<file path="src/rtl/cache_perf_monitor.sv">
// Cache performance monitor: per-channel access/miss counters,
// a run-cycle counter and sticky saturation flags under a start/stop FSM.
module cache_perf_monitor #(
  parameter int NUM_CH = 3,
  parameter int CNT_W  = 16,
  parameter int CYC_W  = 20,
  parameter int SEL_W  = 2
) (
  input  logic              clk,
  input  logic              rst_n,
  input  logic              start,
  input  logic              stop,
  input  logic              clear,
  input  logic [NUM_CH-1:0] proc_req,
  input  logic [NUM_CH-1:0] proc_stall,
  input  logic [NUM_CH-1:0] mem_req,
  input  logic [SEL_W-1:0]  rd_sel,
  output logic [CNT_W-1:0]  rd_acc,
  output logic [CNT_W-1:0]  rd_miss,
  output logic [CYC_W-1:0]  cycles,
  output logic [NUM_CH-1:0] sat,
  output logic [1:0]        state
);

  localparam logic [1:0] IDLE = 2'b00;
  localparam logic [1:0] RUN  = 2'b01;
  localparam logic [1:0] DONE = 2'b10;

  localparam logic [CNT_W-1:0] CNT_MAX = '1;
  localparam logic [CYC_W-1:0] CYC_MAX = '1;

  logic [NUM_CH-1:0][CNT_W-1:0] acc_q;
  logic [NUM_CH-1:0][CNT_W-1:0] miss_q;
  logic [NUM_CH-1:0]            mem_req_d;
  logic [NUM_CH-1:0]            acc_ev;
  logic [NUM_CH-1:0]            miss_ev;
  logic [CNT_W-1:0]             acc_sel;
  logic [CNT_W-1:0]             miss_sel;
  logic                         run;

  assign run     = (state == RUN);
  assign acc_ev  = proc_req & ~proc_stall;
  assign miss_ev = mem_req & ~mem_req_d;

  // Window FSM; clear beats stop beats start.
  always_ff @(posedge clk or negedge rst_n) begin
    if (!rst_n) begin
      state <= IDLE;
    end else if (clear) begin
      state <= IDLE;
    end else if (stop && state == RUN) begin
      state <= DONE;
    end else if (start && state == IDLE) begin
      state <= RUN;
    end
  end

  // Edge detector history, tracked in every state so a request
  // already high when the window opens is not seen as a new miss.
  always_ff @(posedge clk or negedge rst_n) begin
    if (!rst_n) begin
      mem_req_d <= '0;
    end else if (clear) begin
      mem_req_d <= '0;
    end else begin
      mem_req_d <= mem_req;
    end
  end

  // Saturating access/miss counters with sticky overflow flags.
  always_ff @(posedge clk or negedge rst_n) begin
    if (!rst_n) begin
      acc_q  <= '0;
      miss_q <= '0;
      sat    <= '0;
    end else if (clear) begin
      acc_q  <= '0;
      miss_q <= '0;
      sat    <= '0;
    end else if (run) begin
      for (int i = 0; i < NUM_CH; i++) begin
        if (acc_ev[i]) begin
          if (acc_q[i] == CNT_MAX) sat[i] <= 1'b1;
          else acc_q[i] <= acc_q[i] + CNT_W'(1);
        end
        if (miss_ev[i]) begin
          if (miss_q[i] == CNT_MAX) sat[i] <= 1'b1;
          else miss_q[i] <= miss_q[i] + CNT_W'(1);
        end
      end
    end
  end

  // Run-cycle counter; holds at all-ones without flagging.
  always_ff @(posedge clk or negedge rst_n) begin
    if (!rst_n) begin
      cycles <= '0;
    end else if (clear) begin
      cycles <= '0;
    end else if (run && cycles != CYC_MAX) begin
      cycles <= cycles + CYC_W'(1);
    end
  end

  // Readout select; out-of-range channels read as zero.
  always_comb begin
    acc_sel  = '0;
    miss_sel = '0;
    for (int i = 0; i < NUM_CH; i++) begin
      if (rd_sel == SEL_W'(i)) begin
        acc_sel  = acc_q[i];
        miss_sel = miss_q[i];
      end
    end
  end

  // Registered readout, one cycle behind the counters.
  always_ff @(posedge clk or negedge rst_n) begin
    if (!rst_n) begin
      rd_acc  <= '0;
      rd_miss <= '0;
    end else begin
      rd_acc  <= acc_sel;
      rd_miss <= miss_sel;
    end
  end

endmodule

</file>
<file path="config.mk">
export PLATFORM = sky130hd
export DESIGN_NAME = cache_perf_monitor
export DESIGN_NICKNAME = d
export VERILOG_FILES = /design/src/rtl/cache_perf_monitor.sv
export SDC_FILE = /design/constraint.sdc
export NUM_CORES = 1
export LEC_CHECK = 0
export ABC_CLOCK_PERIOD_IN_PS = 4760
export CORE_ASPECT_RATIO = 1.75
export CORE_MARGIN = 4
export CORE_UTILIZATION = 55
export CTS_CLUSTER_DIAMETER = 60
export CTS_CLUSTER_SIZE = 25
export DETAILED_ROUTE_END_ITERATION = 8
export GPL_TIMING_DRIVEN = 1
export PLACE_DENSITY = 0.77
export SLEW_MARGIN = 20
export SYNTH_ARGS = -nofsm -noshare
export SYNTH_HDL_FRONTEND = slang
export SYNTH_SLANG_ARGS = --single-unit
</file>
<file path="constraint.sdc">
create_clock -name clk -period 4.76 [get_ports clk]
set_input_delay 0.714 -clock clk [delete_from_list [all_inputs] [get_ports clk]]
set_output_delay 0.714 -clock clk [all_outputs]
set_load 0.01 [all_outputs]
</file>
==> results.sh <==
export IMPL_critical_path_cell_by_cell="and2b_1 -> o211ai_1 -> nor4_2 -> nand4_1 -> mux2_1"
export IMPL_timing_setup_tns_ns=0
export IMPL_first_iter_violations=404
export IMPL_hold_path_class="primary input to asynchronous set/reset pin"
export IMPL_max_cap_viol_count=0
export IMPL_holdBufCountCts=0
export IMPL_most_common_layout_cells="dfrtp_1 (156), nor2_1 (117), xnor2_1 (70), clkdlybuf4s50_1 (69), nand2_1 (68)"
export IMPL_worstPathBufferInverterCount=0
export IMPL_synth_yosys_warnings=0
export IMPL_pin_count_of_the_biggest_net_entering_global_routing=89
export IMPL_start_util=0.565
export IMPL_outcome="complete, no violations"
export IMPL_crit_path_max_fanout=12
export IMPL_timing_worst_setup_path_type="register to register"
export IMPL_yosys_register_bits=156
export IMPL_critical_path_startpoint_type="register"
export IMPL_cp_data_arrival_time_ns=2.79
export IMPL_design_die_area_um2=16500
export IMPL_first_drt_pass_iteration_count=6
export IMPL_clock_path_buffers=2
export IMPL_timing_slew_headroom=0.346
export IMPL_synth_cells=824
export IMPL_postSynthAreaPerCell_um2=9.64
export IMPL_capturing_element_type_of_the_critical_path="register"
export IMPL_final_layout_size_suffix_gt1_frac=0.0622
export IMPL_antenna_found_initial=0
export IMPL_clkLatencyLatePin_ns=0.43
export IMPL_cts_buffers=17
export IMPL_cellLeakagePower_uw=0.00369
export IMPL_period_share=0.521
export IMPL_report_final_hold_viol_count=0
export IMPL_ir_worst_vdd_v=0.000237
export IMPL_maximum_clock_frequency_mhz=403
export IMPL_tightestPinTransition_ns=0.980
export IMPL_drc_errors=0
export IMPL_overflow=0
export IMPL_timing_critical_path_slowest_stage_cell="dfrtp_1"
export IMPL_netlist_area_pre_place_um2=7940
export IMPL_via_count_of_the_routed_design=6505
export IMPL_layout_commonest_cell="dfrtp_1"
export IMPL_nNetsFinal=910
export IMPL_synth_cell_type_count=51
export IMPL_routabilityCongestion=0.837
export IMPL_cts_tree="yes"
export IMPL_critical_path_top_delay_family="simple AND/OR/NAND/NOR gates"
export IMPL_place_hpwl_um=13700
export IMPL_die_width_um=98.8
export IMPL_floorplan_rows=57
export IMPL_synth_seq_area_share=0.492
export IMPL_clock_sinks=156
export IMPL_power_density_nw_per_um2=300
export IMPL_placement_io_buffers=72
export IMPL_vias_in_the_first_global_route=6556
export IMPL_wire_length_of_the_first_global_routing_pass_um=32100
export IMPL_design_core_area_um2=14000
export IMPL_route_final_wire_length_um=19400
export IMPL_final_min_clock_period_ns=2.48
export IMPL_syn_num_nets=847
export IMPL_htreeDepth=4
export IMPL_clk_pin_slew_ns=0.07
export IMPL_setup_viol=0
export IMPL_power_total_uw=2810
export IMPL_cpPeakStageDelay_ns=0.63
export IMPL_data_required_time_at_the_worst_endpoint_ns=5.07
export IMPL_holdWs_ns=0.262
export IMPL_antenna_cells_inserted=0
export IMPL_post_cts_repair_setup_buffers=0
export IMPL_cts_resized_gates=0
export IMPL_ys_async_sr_fraction=1.00
export IMPL_dr_vias_cell=6.04
export IMPL_detail_route_wl_per_cell_um=18.0
export IMPL_cts_root_buffer="clkbuf_16"
export IMPL_die_height_um=167
export IMPL_timing_final_max_slew_violations=0
export IMPL_grt_util_all_layers=0.240
export IMPL_final_skew_ns=0.00859
export IMPL_count_of_flip_flops_with_a_built_in_enable_after_synthesis=0
export IMPL_rsz_0062_raised_after_global_routing="false"
export IMPL_filler_cell_count=1085
export IMPL_io_pins=73
export IMPL_synth_ff_type="dfrtp_1"
export IMPL_area_delta_synth_final_pct=18.0
export IMPL_drtAntennaViolNets=0
-- path summary, 6_finish.rpt --
kind                                           start                     end  slack [ns]  cells after the start
worst max-delay path            state[0]$_DFFE_PN0P_  miss_q[47]$_DFFE_PN0P_        2.28                      5
worst min-delay path                           rst_n   acc_q[20]$_DFFE_PN0P_        0.26                      1
worst max register to register  state[0]$_DFFE_PN0P_  miss_q[47]$_DFFE_PN0P_        2.28                      5
worst min register to register    sat[1]$_DFFE_PN0P_      sat[1]$_DFFE_PN0P_        0.54                      2
max in group asynchronous                      rst_n    rd_miss[8]$_DFF_PN0_        3.46                      2
min in group clk                  sat[1]$_DFFE_PN0P_      sat[1]$_DFFE_PN0P_        0.54                      2
-- sequential cells by signal, indices dropped and copies added, names as in the netlist --
signal / cells
state: 2
sat: 3
rd_miss: 16
acc_q: 48
rd_acc: 16
miss_q: 48
mem_req_d: 3
cycles: 20
-- power by group --
| part | internal [uW] | switching [uW] |
|---|---|---|
| clock network | 739 | 598 |
| logic | 41.9 | 84.2 |
| registers | 1330 | 14.4 |
| total | 2120 | 696 |
-- Yosys cell counts, drive strengths merged (4+ instances only) --
master / count / area, um^2
nor4: 22 / 194
nor2b: 8 / 50.1
and4: 8 / 70.1
xnor2: 70 / 613
nand4: 29 / 181
nor3b: 9 / 67.6
nand3: 37 / 185
o211ai: 5 / 37.5
or3: 12 / 75.1
xor2: 21 / 184
a211oi: 4 / 30.0
clkbuf: 30 / 113
inv: 13 / 48.8
and3: 9 / 56.3
or2: 7 / 43.8
nor3: 35 / 180
dfrtp: 156 / 3900
o21ai: 53 / 265
nor4b: 6 / 58.8
nand2: 68 / 255
nand4bb: 4 / 45.0
mux2i: 36 / 360
a21oi: 28 / 140
ha: 7 / 87.6
nor2: 117 / 439
-- through the flow --
step	util	instance area, um^2	std cells	worst slack, ns
finish	0.667	9370	1077	2.28
CTS	0.667	9370	1077	2.30
global placement	0.625	8790	1045	1.94
detailed placement	0.625	8790	1045	1.85
global route	0.667	9370	1077	2.16
floorplan	-	7940	824	2.69
-- cells by family after synthesis --
group                      after synthesis  synth area share
DFF                                    156             0.492
xor gates and xnor gates                91             0.100
AOI/OAI and AO/OA                      104            0.0747
and+or+nand+nor                        382             0.251
adders and majority gates                7            0.0110
buffers and inverters                   45            0.0216
muxes                                   39            0.0496
-- layer usage --
metal  GRT usage  part of all wire
met1       0.273              0.38
met2       0.414              0.53
met3      0.0481             0.049
met4       0.135             0.050
met5           0                 0
-- layout make-up --
type	count	area (um^2)	share of cell area
flip-flops and latches	156	3900	0.416
inverters	13	48.8	0.00521
well taps	177	221	0.0236
repair buffers	76	744	0.0794
clock inverters	15	156	0.0167
clock buffers	17	425	0.0454
multi-input cells	623	3870	0.413
Note: power is estimated with default switching activity, not from simulation.
